File: config.mk
export PLATFORM = sky130hd
export DESIGN_NAME = fp_div_ctrl_flat
export DESIGN_NICKNAME = d
export VERILOG_FILES = /design/src/rtl/fp_div_pkg.sv /design/src/rtl/fp_div_ctrl_if.sv /design/src/rtl/fp_div_classify.sv /design/src/rtl/fp_div_ctrl.sv /design/src/flat_wrapper.sv
export SDC_FILE = /design/constraint.sdc
export NUM_CORES = 1
export LEC_CHECK = 0
export CAP_MARGIN = 40
export CORE_MARGIN = 1
export CORE_UTILIZATION = 47
export DETAILED_ROUTE_END_ITERATION = 12
export PLACE_DENSITY_LB_ADDON = 0.1
export SLEW_MARGIN = 0
export SYNTH_ARGS = -nofsm -noshare
export SYNTH_HDL_FRONTEND = slang
export SYNTH_SLANG_ARGS = --single-unit
File: constraint.sdc
create_clock -name in_Clk -period 6.93 [get_ports in_Clk]
set_input_delay 1.0395 -clock in_Clk [delete_from_list [all_inputs] [get_ports in_Clk]]
set_output_delay 1.0395 -clock in_Clk [all_outputs]
set_load 0.005 [all_outputs]
File: src/rtl/fp_div_pkg.sv
// rtl/fp_div_pkg.sv - shared types and constants for the FP32 divider issue stage
package fp_div_pkg;

  localparam int DATA_WIDTH = 32;
  localparam int EXP_WIDTH  = 8;
  localparam int MANT_WIDTH = 23;
  localparam int EXP_BIAS   = 127;

  localparam logic [DATA_WIDTH-1:0] CANON_NAN = 32'h7FC0_0000;

  localparam int FLAG_NV = 4;
  localparam int FLAG_DZ = 3;
  localparam int FLAG_OF = 2;
  localparam int FLAG_UF = 1;
  localparam int FLAG_NX = 0;

  typedef enum logic [2:0] {IDLE, LAUNCH, WAIT, DRAIN, DONE} state_t;

  typedef struct packed {
    logic zero;
    logic inf;
    logic nan;
    logic snan;
  } fp_class_t;

  // Sign is irrelevant to class; denormals count as zero (flush-to-zero).
  function automatic fp_class_t fp_classify(input logic [DATA_WIDTH-2:0] x);
    fp_class_t c;
    c.zero = (x[MANT_WIDTH +: EXP_WIDTH] == '0);
    c.inf  = (x[MANT_WIDTH +: EXP_WIDTH] == '1) && (x[MANT_WIDTH-1:0] == '0);
    c.nan  = (x[MANT_WIDTH +: EXP_WIDTH] == '1) && (x[MANT_WIDTH-1:0] != '0);
    c.snan = c.nan && !x[MANT_WIDTH-1];
    return c;
  endfunction

endpackage

File: src/rtl/fp_div_ctrl_if.sv
// rtl/fp_div_ctrl_if.sv - operand, divider and writeback signals of the divider issue stage
interface fp_div_ctrl_if;
  import fp_div_pkg::*;

  logic                  in_valid;
  logic                  out_ready;
  logic [DATA_WIDTH-1:0] in_numA;
  logic [DATA_WIDTH-1:0] in_numB;
  logic                  in_flush;
  logic [DATA_WIDTH-1:0] out_div_numA;
  logic [DATA_WIDTH-1:0] out_div_numB;
  logic                  out_div_start;
  logic                  in_div_stall;
  logic [DATA_WIDTH-1:0] in_div_result;
  logic                  out_valid;
  logic                  in_ready;
  logic [DATA_WIDTH-1:0] out_result;
  logic [4:0]            out_fflags;

  modport slave (
    input  in_valid, in_numA, in_numB, in_flush, in_div_stall, in_div_result, in_ready,
    output out_ready, out_div_numA, out_div_numB, out_div_start, out_valid, out_result, out_fflags
  );

  modport master (
    output in_valid, in_numA, in_numB, in_flush, in_div_stall, in_div_result, in_ready,
    input  out_ready, out_div_numA, out_div_numB, out_div_start, out_valid, out_result, out_fflags
  );

endinterface

File: src/rtl/fp_div_classify.sv
// rtl/fp_div_classify.sv - special-operand and range bypass decision for FP32 division
// Flag outputs are live only when FP_DIV_FLAGS_EN is defined; otherwise they read zero.
module fp_div_classify
  import fp_div_pkg::*;
(
  input  logic [DATA_WIDTH-1:0] num_a,
  input  logic [DATA_WIDTH-1:0] num_b,
  output logic                  bypass,
  output logic [DATA_WIDTH-1:0] value,
  output logic [4:0]            flags
);

`ifdef FP_DIV_FLAGS_EN
  localparam logic [4:0] FLAG_MASK = 5'h1F;
`else
  localparam logic [4:0] FLAG_MASK = 5'h00;
`endif

  fp_class_t             ca;
  fp_class_t             cb;
  logic                  sign;
  logic signed [9:0]     exp_q;
  logic [DATA_WIDTH-1:0] inf_s;
  logic [DATA_WIDTH-1:0] zero_s;
  logic [4:0]            flags_raw;

  assign ca     = fp_classify(num_a[DATA_WIDTH-2:0]);
  assign cb     = fp_classify(num_b[DATA_WIDTH-2:0]);
  assign sign   = num_a[DATA_WIDTH-1] ^ num_b[DATA_WIDTH-1];
  assign exp_q  = $signed({2'b00, num_a[MANT_WIDTH +: EXP_WIDTH]})
                - $signed({2'b00, num_b[MANT_WIDTH +: EXP_WIDTH]}) + 10'sd127;
  assign inf_s  = {sign, {EXP_WIDTH{1'b1}}, {MANT_WIDTH{1'b0}}};
  assign zero_s = {sign, {(DATA_WIDTH-1){1'b0}}};
  assign flags  = flags_raw & FLAG_MASK;

  always_comb begin
    bypass    = 1'b1;
    value     = CANON_NAN;
    flags_raw = '0;
    if (ca.nan || cb.nan) begin
      flags_raw[FLAG_NV] = ca.snan || cb.snan;
    end else if ((ca.zero && cb.zero) || (ca.inf && cb.inf)) begin
      flags_raw[FLAG_NV] = 1'b1;
    end else if (ca.inf) begin
      value = inf_s;
    end else if (cb.zero) begin
      value              = inf_s;
      flags_raw[FLAG_DZ] = 1'b1;
    end else if (ca.zero || cb.inf) begin
      value = zero_s;
    end else if (exp_q >= 10'sd255) begin
      value              = inf_s;
      flags_raw[FLAG_OF] = 1'b1;
      flags_raw[FLAG_NX] = 1'b1;
    // e==1 with a smaller dividend mantissa normalises down to exponent 0
    end else if (exp_q <= 10'sd0 ||
                 (exp_q == 10'sd1 && num_a[MANT_WIDTH-1:0] < num_b[MANT_WIDTH-1:0])) begin
      value              = zero_s;
      flags_raw[FLAG_UF] = 1'b1;
      flags_raw[FLAG_NX] = 1'b1;
    end else begin
      bypass = 1'b0;
    end
  end

endmodule

File: src/rtl/fp_div_ctrl.sv
// rtl/fp_div_ctrl.sv - FP32 divide issue stage: accept, bypass specials, launch divider, hold result
// Optional fflags reporting is enabled by defining FP_DIV_FLAGS_EN.
module fp_div_ctrl
  import fp_div_pkg::*;
(
  input  logic         in_Clk,
  input  logic         in_Rst_N,
  fp_div_ctrl_if.slave bus
);

  state_t                state;
  state_t                state_nx;
  logic [DATA_WIDTH-1:0] op_a;
  logic [DATA_WIDTH-1:0] op_b;
  logic [DATA_WIDTH-1:0] result_q;
  logic [4:0]            fflags_q;
  logic                  bypass;
  logic [DATA_WIDTH-1:0] bypass_value;
  logic [4:0]            bypass_flags;
  logic                  accept;

  // Classification runs on the registered operands during LAUNCH.
  fp_div_classify u_classify (
    .num_a  (op_a),
    .num_b  (op_b),
    .bypass (bypass),
    .value  (bypass_value),
    .flags  (bypass_flags)
  );

  assign accept = bus.in_valid && (state == IDLE) && !bus.in_flush;

  always_comb begin
    state_nx = state;
    case (state)
      IDLE:    if (accept) state_nx = LAUNCH;
      LAUNCH:  if (bus.in_flush) state_nx = IDLE;
               else if (bypass) state_nx = DONE;
               else state_nx = WAIT;
      WAIT:    if (bus.in_flush) state_nx = DRAIN;
               else if (!bus.in_div_stall) state_nx = DONE;
      DRAIN:   if (!bus.in_div_stall) state_nx = IDLE;
      DONE:    if (bus.in_flush || bus.in_ready) state_nx = IDLE;
      default: state_nx = IDLE;
    endcase
  end

  always_ff @(posedge in_Clk or negedge in_Rst_N) begin
    if (!in_Rst_N) begin
      state    <= IDLE;
      op_a     <= '0;
      op_b     <= '0;
      result_q <= '0;
      fflags_q <= '0;
    end else begin
      state <= state_nx;
      if (accept) begin
        op_a <= bus.in_numA;
        op_b <= bus.in_numB;
      end
      if (state == LAUNCH && !bus.in_flush && bypass) begin
        result_q <= bypass_value;
        fflags_q <= bypass_flags;
      end else if (state == WAIT && !bus.in_flush && !bus.in_div_stall) begin
        result_q <= bus.in_div_result;
        fflags_q <= '0;
      end
    end
  end

  assign bus.out_ready     = (state == IDLE);
  assign bus.out_valid     = (state == DONE);
  assign bus.out_div_start = (state == LAUNCH) && !bypass && !bus.in_flush;
  assign bus.out_div_numA  = op_a;
  assign bus.out_div_numB  = op_b;
  assign bus.out_result    = result_q;
  assign bus.out_fflags    = fflags_q;

endmodule
File: src/flat_wrapper.sv
// flat-port wrapper written by rule: the top's interface ports become plain ports
module fp_div_ctrl_flat import fp_div_pkg::*;
  (in_Clk, in_Rst_N, bus_in_valid, bus_in_numA, bus_in_numB, bus_in_flush, bus_in_div_stall, bus_in_div_result, bus_in_ready, bus_out_ready, bus_out_div_numA, bus_out_div_numB, bus_out_div_start, bus_out_valid, bus_out_result, bus_out_fflags);
  fp_div_ctrl_if bus_i ();
  input  logic in_Clk;
  input  logic in_Rst_N;
  input wire logic [$bits(bus_i.in_valid)-1:0] bus_in_valid;
  input wire logic [$bits(bus_i.in_numA)-1:0] bus_in_numA;
  input wire logic [$bits(bus_i.in_numB)-1:0] bus_in_numB;
  input wire logic [$bits(bus_i.in_flush)-1:0] bus_in_flush;
  input wire logic [$bits(bus_i.in_div_stall)-1:0] bus_in_div_stall;
  input wire logic [$bits(bus_i.in_div_result)-1:0] bus_in_div_result;
  input wire logic [$bits(bus_i.in_ready)-1:0] bus_in_ready;
  output wire logic [$bits(bus_i.out_ready)-1:0] bus_out_ready;
  output wire logic [$bits(bus_i.out_div_numA)-1:0] bus_out_div_numA;
  output wire logic [$bits(bus_i.out_div_numB)-1:0] bus_out_div_numB;
  output wire logic [$bits(bus_i.out_div_start)-1:0] bus_out_div_start;
  output wire logic [$bits(bus_i.out_valid)-1:0] bus_out_valid;
  output wire logic [$bits(bus_i.out_result)-1:0] bus_out_result;
  output wire logic [$bits(bus_i.out_fflags)-1:0] bus_out_fflags;
  assign bus_i.in_valid = bus_in_valid;
  assign bus_i.in_numA = bus_in_numA;
  assign bus_i.in_numB = bus_in_numB;
  assign bus_i.in_flush = bus_in_flush;
  assign bus_i.in_div_stall = bus_in_div_stall;
  assign bus_i.in_div_result = bus_in_div_result;
  assign bus_i.in_ready = bus_in_ready;
  assign bus_out_ready = bus_i.out_ready;
  assign bus_out_div_numA = bus_i.out_div_numA;
  assign bus_out_div_numB = bus_i.out_div_numB;
  assign bus_out_div_start = bus_i.out_div_start;
  assign bus_out_valid = bus_i.out_valid;
  assign bus_out_result = bus_i.out_result;
  assign bus_out_fflags = bus_i.out_fflags;
  fp_div_ctrl u_core (.in_Clk(in_Clk), .in_Rst_N(in_Rst_N), .bus(bus_i));
endmodule
# Word level (Yosys, flattened, before mapping)
# Index checks and enable logic that the tools add are counted.
# classes
addsub	2
n_lt_le_gt_ge	3
n_eq_ne	11
n_mux	26
bitwise	1
n_reduce_logical	32
# op_table
cell	count
$mux 32	9
$logic_not 23->1	2
$reduce_bool 23->1	2
$lt 23x23->1	1
$mux 3	7
$eq 8x8->1 const B	2
$logic_not 8->1	2
$logic_and 1x1->1	15
$pmux 3 s5	1
$add 9x8->10 const B	1
$eq 10x2->1 const B	1
$ge 10x9->1 const B	1
$le 10x1->1 const B	1
$mux 5	2
$sub 8x8->9	1
$mux 1	7
$eq 3x2->1 const B	2
$logic_or 1x1->1	5
$ne 2x1->1 const B	2
$reduce_and 4->1	1
$eq 3x1->1 const B	1
$eq 3x3->1 const B	1
$logic_not 1->1	3
$logic_not 3->1	1
other kinds (4)	4
# totals
regBits	104
input_bits	102
wordCells	80

# Depth between registers and ports, before layout
# depth
word_depth	15
depth_mapped	13

# Modules after synthesis
# From an unflattened synthesis, not the netlist that was laid out.
# unflattened
hier_cells	508
area_unflattened_um2	5785.5
# by_module_without_submodules
mod	n_inst	cells_each	area_each_um2	seq_area_each_um2
fp_div_ctrl	1	283	4214.0	2602.5
fp_div_classify	1	225	1571.5	0.0

# Worst setup path after synthesis
# Ideal clock, no wire load.
# synth_path
path_kind	reg2out
from	register u_core.op_b[23], in the netlist u_core.bus.out_div_numB[23]
to	output port bus_out_div_start
arrival_time_ns	2.265
required_ns	5.890
path_slack_ns	3.626
path_stages_with_launch	11
path_cell_list	dfrtp_1 > ha_1 > fa_1 > nor2_1 > nand2_1 > a221oi_1 > o2111ai_1 > o22ai_1 > a21oi_1 > mux2_2 > and4_1
# synth_via
elab_chain_len	15
elab_cells_between_ends	26
# synth_rtl
item	line_no	text
start, declared	fp_div_ctrl.sv:14	logic [DATA_WIDTH-1:0] op_b;
start signal, assigned	fp_div_ctrl.sv:59	op_b <= bus.in_numB;
parallel branches: the longest is 11 deep, another holds $add 9x8->10	-	
$mux 1 *	fp_div_classify.sv:40	if (ca.nan || cb.nan) begin
$logic_not 1->1 *	fp_div_ctrl.sv:73	assign bus.out_div_start = (state == LAUNCH) && !bypass && !bus.in_flush;
$logic_and 1x1->1 * (2 in a row)	fp_div_ctrl.sv:73	
end, declared	flat_wrapper.sv:17	output wire logic [$bits(bus_i.out_div_start)-1:0] bus_out_div_start;
# Every way passes the cells marked *.

# Final worst setup path
# Ends and elaborated chain as after synthesis.

==> qor_table.md <==
| Parameter | Value | Unit |
|:---|:---|:---|
| Worst Max-Slew Pin Slew | 0.6362 | ns |
| Synthesized netlist cell count | 499 | - |
| Post-synth EDFFs | 0 | - |
| Post-CTS Repair Setup Buffers | 0 | - |
| Overall overflow remaining after global route | 0 | - |
| # hold bufs at CTS | 0 | - |
| Number of I/O pins | 206 | - |
| Classification of the worst-slack hold path | reg2reg | - |
| Hold Vio Cnt, Final | 0 | - |
| Initial detailed-routing violation count | 253 | - |
| Clock sink total | 99 | - |
| Insertion delay of the later-clocked pin in the worst-skew pair | 0.36 | ns |
| X dimension of the die | 106.9 | um |
| Largest net degree at the start of global routing | 51 | - |
| Rel. slew slack | 57.58 | % |
| Minimum hold slack | 0.5317 | ns |
| Cell breakdown of the critical path | ha_1 -> fa_1 -> nor2b_1 -> o22ai_1 -> xnor2_1 -> xor2_1 -> o22ai_1 -> a21oi_1 -> mux2_2 -> and4_1 -> clkdlybuf4s50_1 | - |
| Crit path max-delay family | adder cells | - |
| Cell at the root of the clock tree | sky130_fd_sc_hd__clkbuf_8 | - |
| Layout filler cell count | 793 | - |
| Cell types with the highest counts after synthesis | sky130_fd_sc_hd__dfrtp_1 (99), sky130_fd_sc_hd__nand2_1 (73), sky130_fd_sc_hd__mux2_2 (65), sky130_fd_sc_hd__a21oi_1 (38), sky130_fd_sc_hd__inv_1 (37) | - |
| CP max FO | 5 | - |
| Placed wire-length estimate after detailed placement | 10,560 | um |
| Area contributors post-synth | sky130_fd_sc_hd__dfrtp_1 (48%), sky130_fd_sc_hd__mux2_2 (14%), sky130_fd_sc_hd__ha_1 (7.3%), sky130_fd_sc_hd__nand2_1 (5.3%), sky130_fd_sc_hd__a21oi_1 (3.7%) | - |
| Setup skew after layout | 0.01192 | ns |
| Number of vias per cell | 5.416 | - |
| Antenna diode instance count | 0 | - |
| CP arrival | 3.43 | ns |
| Worst Path Class, Setup | reg2out | - |
| Post-route ant nets | 0 | - |
| Setup TNS after final layout | 0 | ns |
| Number of max-cap violations | 0 | - |
| Core utilization of the finished layout | 71.77 | % |
| CTS tree | yes | - |
| Number of standard-cell rows in the floorplan | 37 | - |
| Ratio of cells with drive above 1 in the final layout | 13.14 | % |
| Instance area at placement | 7352 | sq um |
| Number of setup violations in the final report | 0 | - |
| Highest attainable clock frequency | 223.8 | MHz |
| Dominant cell type by area after synthesis | sky130_fd_sc_hd__dfrtp_1 | - |
| Seq/Total Area, Yosys | 47.94 | % |
| Cell area after technology mapping | 5167 | sq um |
| Total buffers and inverters traversed by the critical path | 1 | - |
| Initial antenna violation count | 0 | - |
| Data required time at the worst endpoint | 5.89 | ns |
| Slowest Stage Delay on Critical Path | 0.51 | ns |
| Worst Setup Start Kind | register | - |
| Ys async rst share | 100.0 | % |
| Total iterations of the first detailed-routing run | 6 | - |
| GRT Util Overall | 25.49 | % |
| Routability congestion estimate | 0.9202 | - |
| CP most frequent cell | sky130_fd_sc_hd__o22ai_1 | - |
| Area delta synth->final | 45.96 | % |
| Total wire length after detailed routing | 13,980 | um |
| Overall die area | 11,420 | sq um |
| Post-CTS resize count | 0 | - |
| Cell with the most instances after synthesis | sky130_fd_sc_hd__dfrtp_1 | - |
| Post-Syn Area per Cell | 10.36 | sq um |
| Port Buffers | 200 | - |
| Post-route design area | 7542 | sq um |
| Maximum clock path buffer count | 2 | - |
| Area of the core | 10,510 | sq um |
| H-tree lvl count | 3 | - |
| Final cell count without fillers | 836 | - |
| First-pass GRT wire length | 22,840 | um |
| Number of nets at the end of the flow | 829 | - |
| Die H | 106.9 | um |
| Slew Limit Fails | 0 | - |
| Share of the clock period used by the worst path | 64.48 | % |
| Synthesis warning total | 0 | - |
| DRC | 0 | - |
| Number of buffers added by the clock tree synthesis step | 9 | - |
| Number of synthesized register bits | 99 | - |
| P per Cell Area | 473.7 | nW/um^2 |
| Detailed-route via count | 4,528 | - |
| Vias in the first global route | 4,614 | - |
| Max VDD drop | 242.0 | uV |
| Run status | finished, final reports clean | - |
| Clock-pin slew of the registers on the worst-case setup and hold paths | 0.10 | ns |
| Prevailing post-synth register cell | sky130_fd_sc_hd__dfrtp_1 | - |
| Fin crit period | 4.469 | ns |
| Routed wire per std cell | 16.72 | um |
| RSZ-0062 raised after global routing | false | - |
| Effective utilization at floorplan | 49.17 | % |
| Slowest CP cell | sky130_fd_sc_hd__clkdlybuf4s50_1 | - |
| Synth top area share | 47.94 | % |
| Kind of end point of the critical path | primary output | - |
| Number of cells after detailed placement | 821 | - |
| Distinct cell type count of the synthesized netlist | 50 | - |
| Leakage power summed over all cells | 3.257 | nW |
-- through the flow --
step	setup WS (ns)	total power [W]
final	2.461	0.003573
after global routing	2.174	0.003857
after CTS	2.444	0.003594
after detailed placement	2.866	0.003191
after global placement	3.012	0.003085
after floorplan	3.626	0.002197
-- tightest hold or removal path, cell delays in order, from the launching register on --
cell and delay (ns):
sky130_fd_sc_hd__dfrtp_1 0.38, sky130_fd_sc_hd__nand2_1 0.06, sky130_fd_sc_hd__a21oi_1 0.06
-- final cells by class --
cell class	instances	area, sq um	share of cell area (%)
Sequential cell	99	2477	32.85
Multi-Input combinational cell	344	2461	32.63
Clock buffer	10	127.6	1.692
Timing Repair Buffer	205	2105	27.90
Tap cell	136	170.2	2.256
Inverter	37	138.9	1.841
Clock inverter	5	62.56	0.8295
-- layer usage --
| metal | up-vias | wire (um) | GRT usage, % |
|---|---|---|---|
| met5 | - | 0 | 0 |
| met3 | 23 | 726 | 3.830 |
| met4 | 0 | 293 | 9.002 |
| met1 | 2202 | 5920 | 32.71 |
| met2 | 155 | 7036 | 43.78 |
| li1 | 2148 | - | - |
-- state kept, by name, summed over array words and instances, names as in the netlist --
signal,cells
u_core.bus.out_div_numA,32
u_core.bus.out_div_numB,32
u_core.bus.out_result,32
u_core.state,3
-- power breakdown --
group / switching (W) / internal, W
Combinational: 0.000852 / 0.00117
Clock: 0.000205 / 0.000167
Sequential: 0.000306 / 0.000873
-- placed cells by master (no fill, tap or decap), types with 3 or more instances in the layout --
master                            count
sky130_fd_sc_hd__clkdlybuf4s50_1    199
sky130_fd_sc_hd__dfrtp_1             99
sky130_fd_sc_hd__nand2_1             73
sky130_fd_sc_hd__mux2_2              65
sky130_fd_sc_hd__a21oi_1             38
sky130_fd_sc_hd__inv_1               37
sky130_fd_sc_hd__ha_1                30
sky130_fd_sc_hd__nor2_1              22
sky130_fd_sc_hd__nor4_1              13
sky130_fd_sc_hd__a31oi_1             11
sky130_fd_sc_hd__nand4_1             10
sky130_fd_sc_hd__o21ai_0              9
sky130_fd_sc_hd__clkbuf_8             9
sky130_fd_sc_hd__nor3_1               6
sky130_fd_sc_hd__a21o_1               5
sky130_fd_sc_hd__nand3_1              5
sky130_fd_sc_hd__conb_1               5
sky130_fd_sc_hd__xor2_1               4
sky130_fd_sc_hd__nand2b_1             3
sky130_fd_sc_hd__o22ai_1              3
sky130_fd_sc_hd__buf_16               3
-- final timing paths --
check	start	to	slack, ns	depth (start not counted)
setup / recovery	u_core.bus.out_div_numB[23]$_DFFE_PN0P_	bus_out_div_start	2.46	11
hold / removal	u_core.bus.out_result[2]$_DFFE_PN0P_	u_core.bus.out_result[2]$_DFFE_PN0P_	0.53	2
setup reg to reg	u_core.bus.out_div_numB[23]$_DFFE_PN0P_	u_core.bus.out_result[30]$_DFFE_PN0P_	3.83	11
hold reg to reg	u_core.bus.out_result[2]$_DFFE_PN0P_	u_core.bus.out_result[2]$_DFFE_PN0P_	0.53	2
max in group asynchronous	in_Rst_N	u_core.bus.out_div_numB[2]$_DFFE_PN0P_	5.16	2
min in group asynchronous	in_Rst_N	u_core.bus.out_div_numB[24]$_DFFE_PN0P_	0.69	1
-- kinds of logic (layout without fill, tap and decap cells) --
kind of cell,after synthesis,after routing,share of synthesized area [%]
AND/OR/NAND/NOR,155,155,14.36
flip-flops,99,99,47.94
AO/OA/AOI/OAI,81,81,9.637
multiplexers,66,66,14.36
buffers and inverters,60,257,4.964
adder cells (fa/ha/maj),31,31,7.651
XOR/XNOR,6,6,1.017
other,1,5,0.07257
No activity file was read; power rests on OpenSTA's default activity.
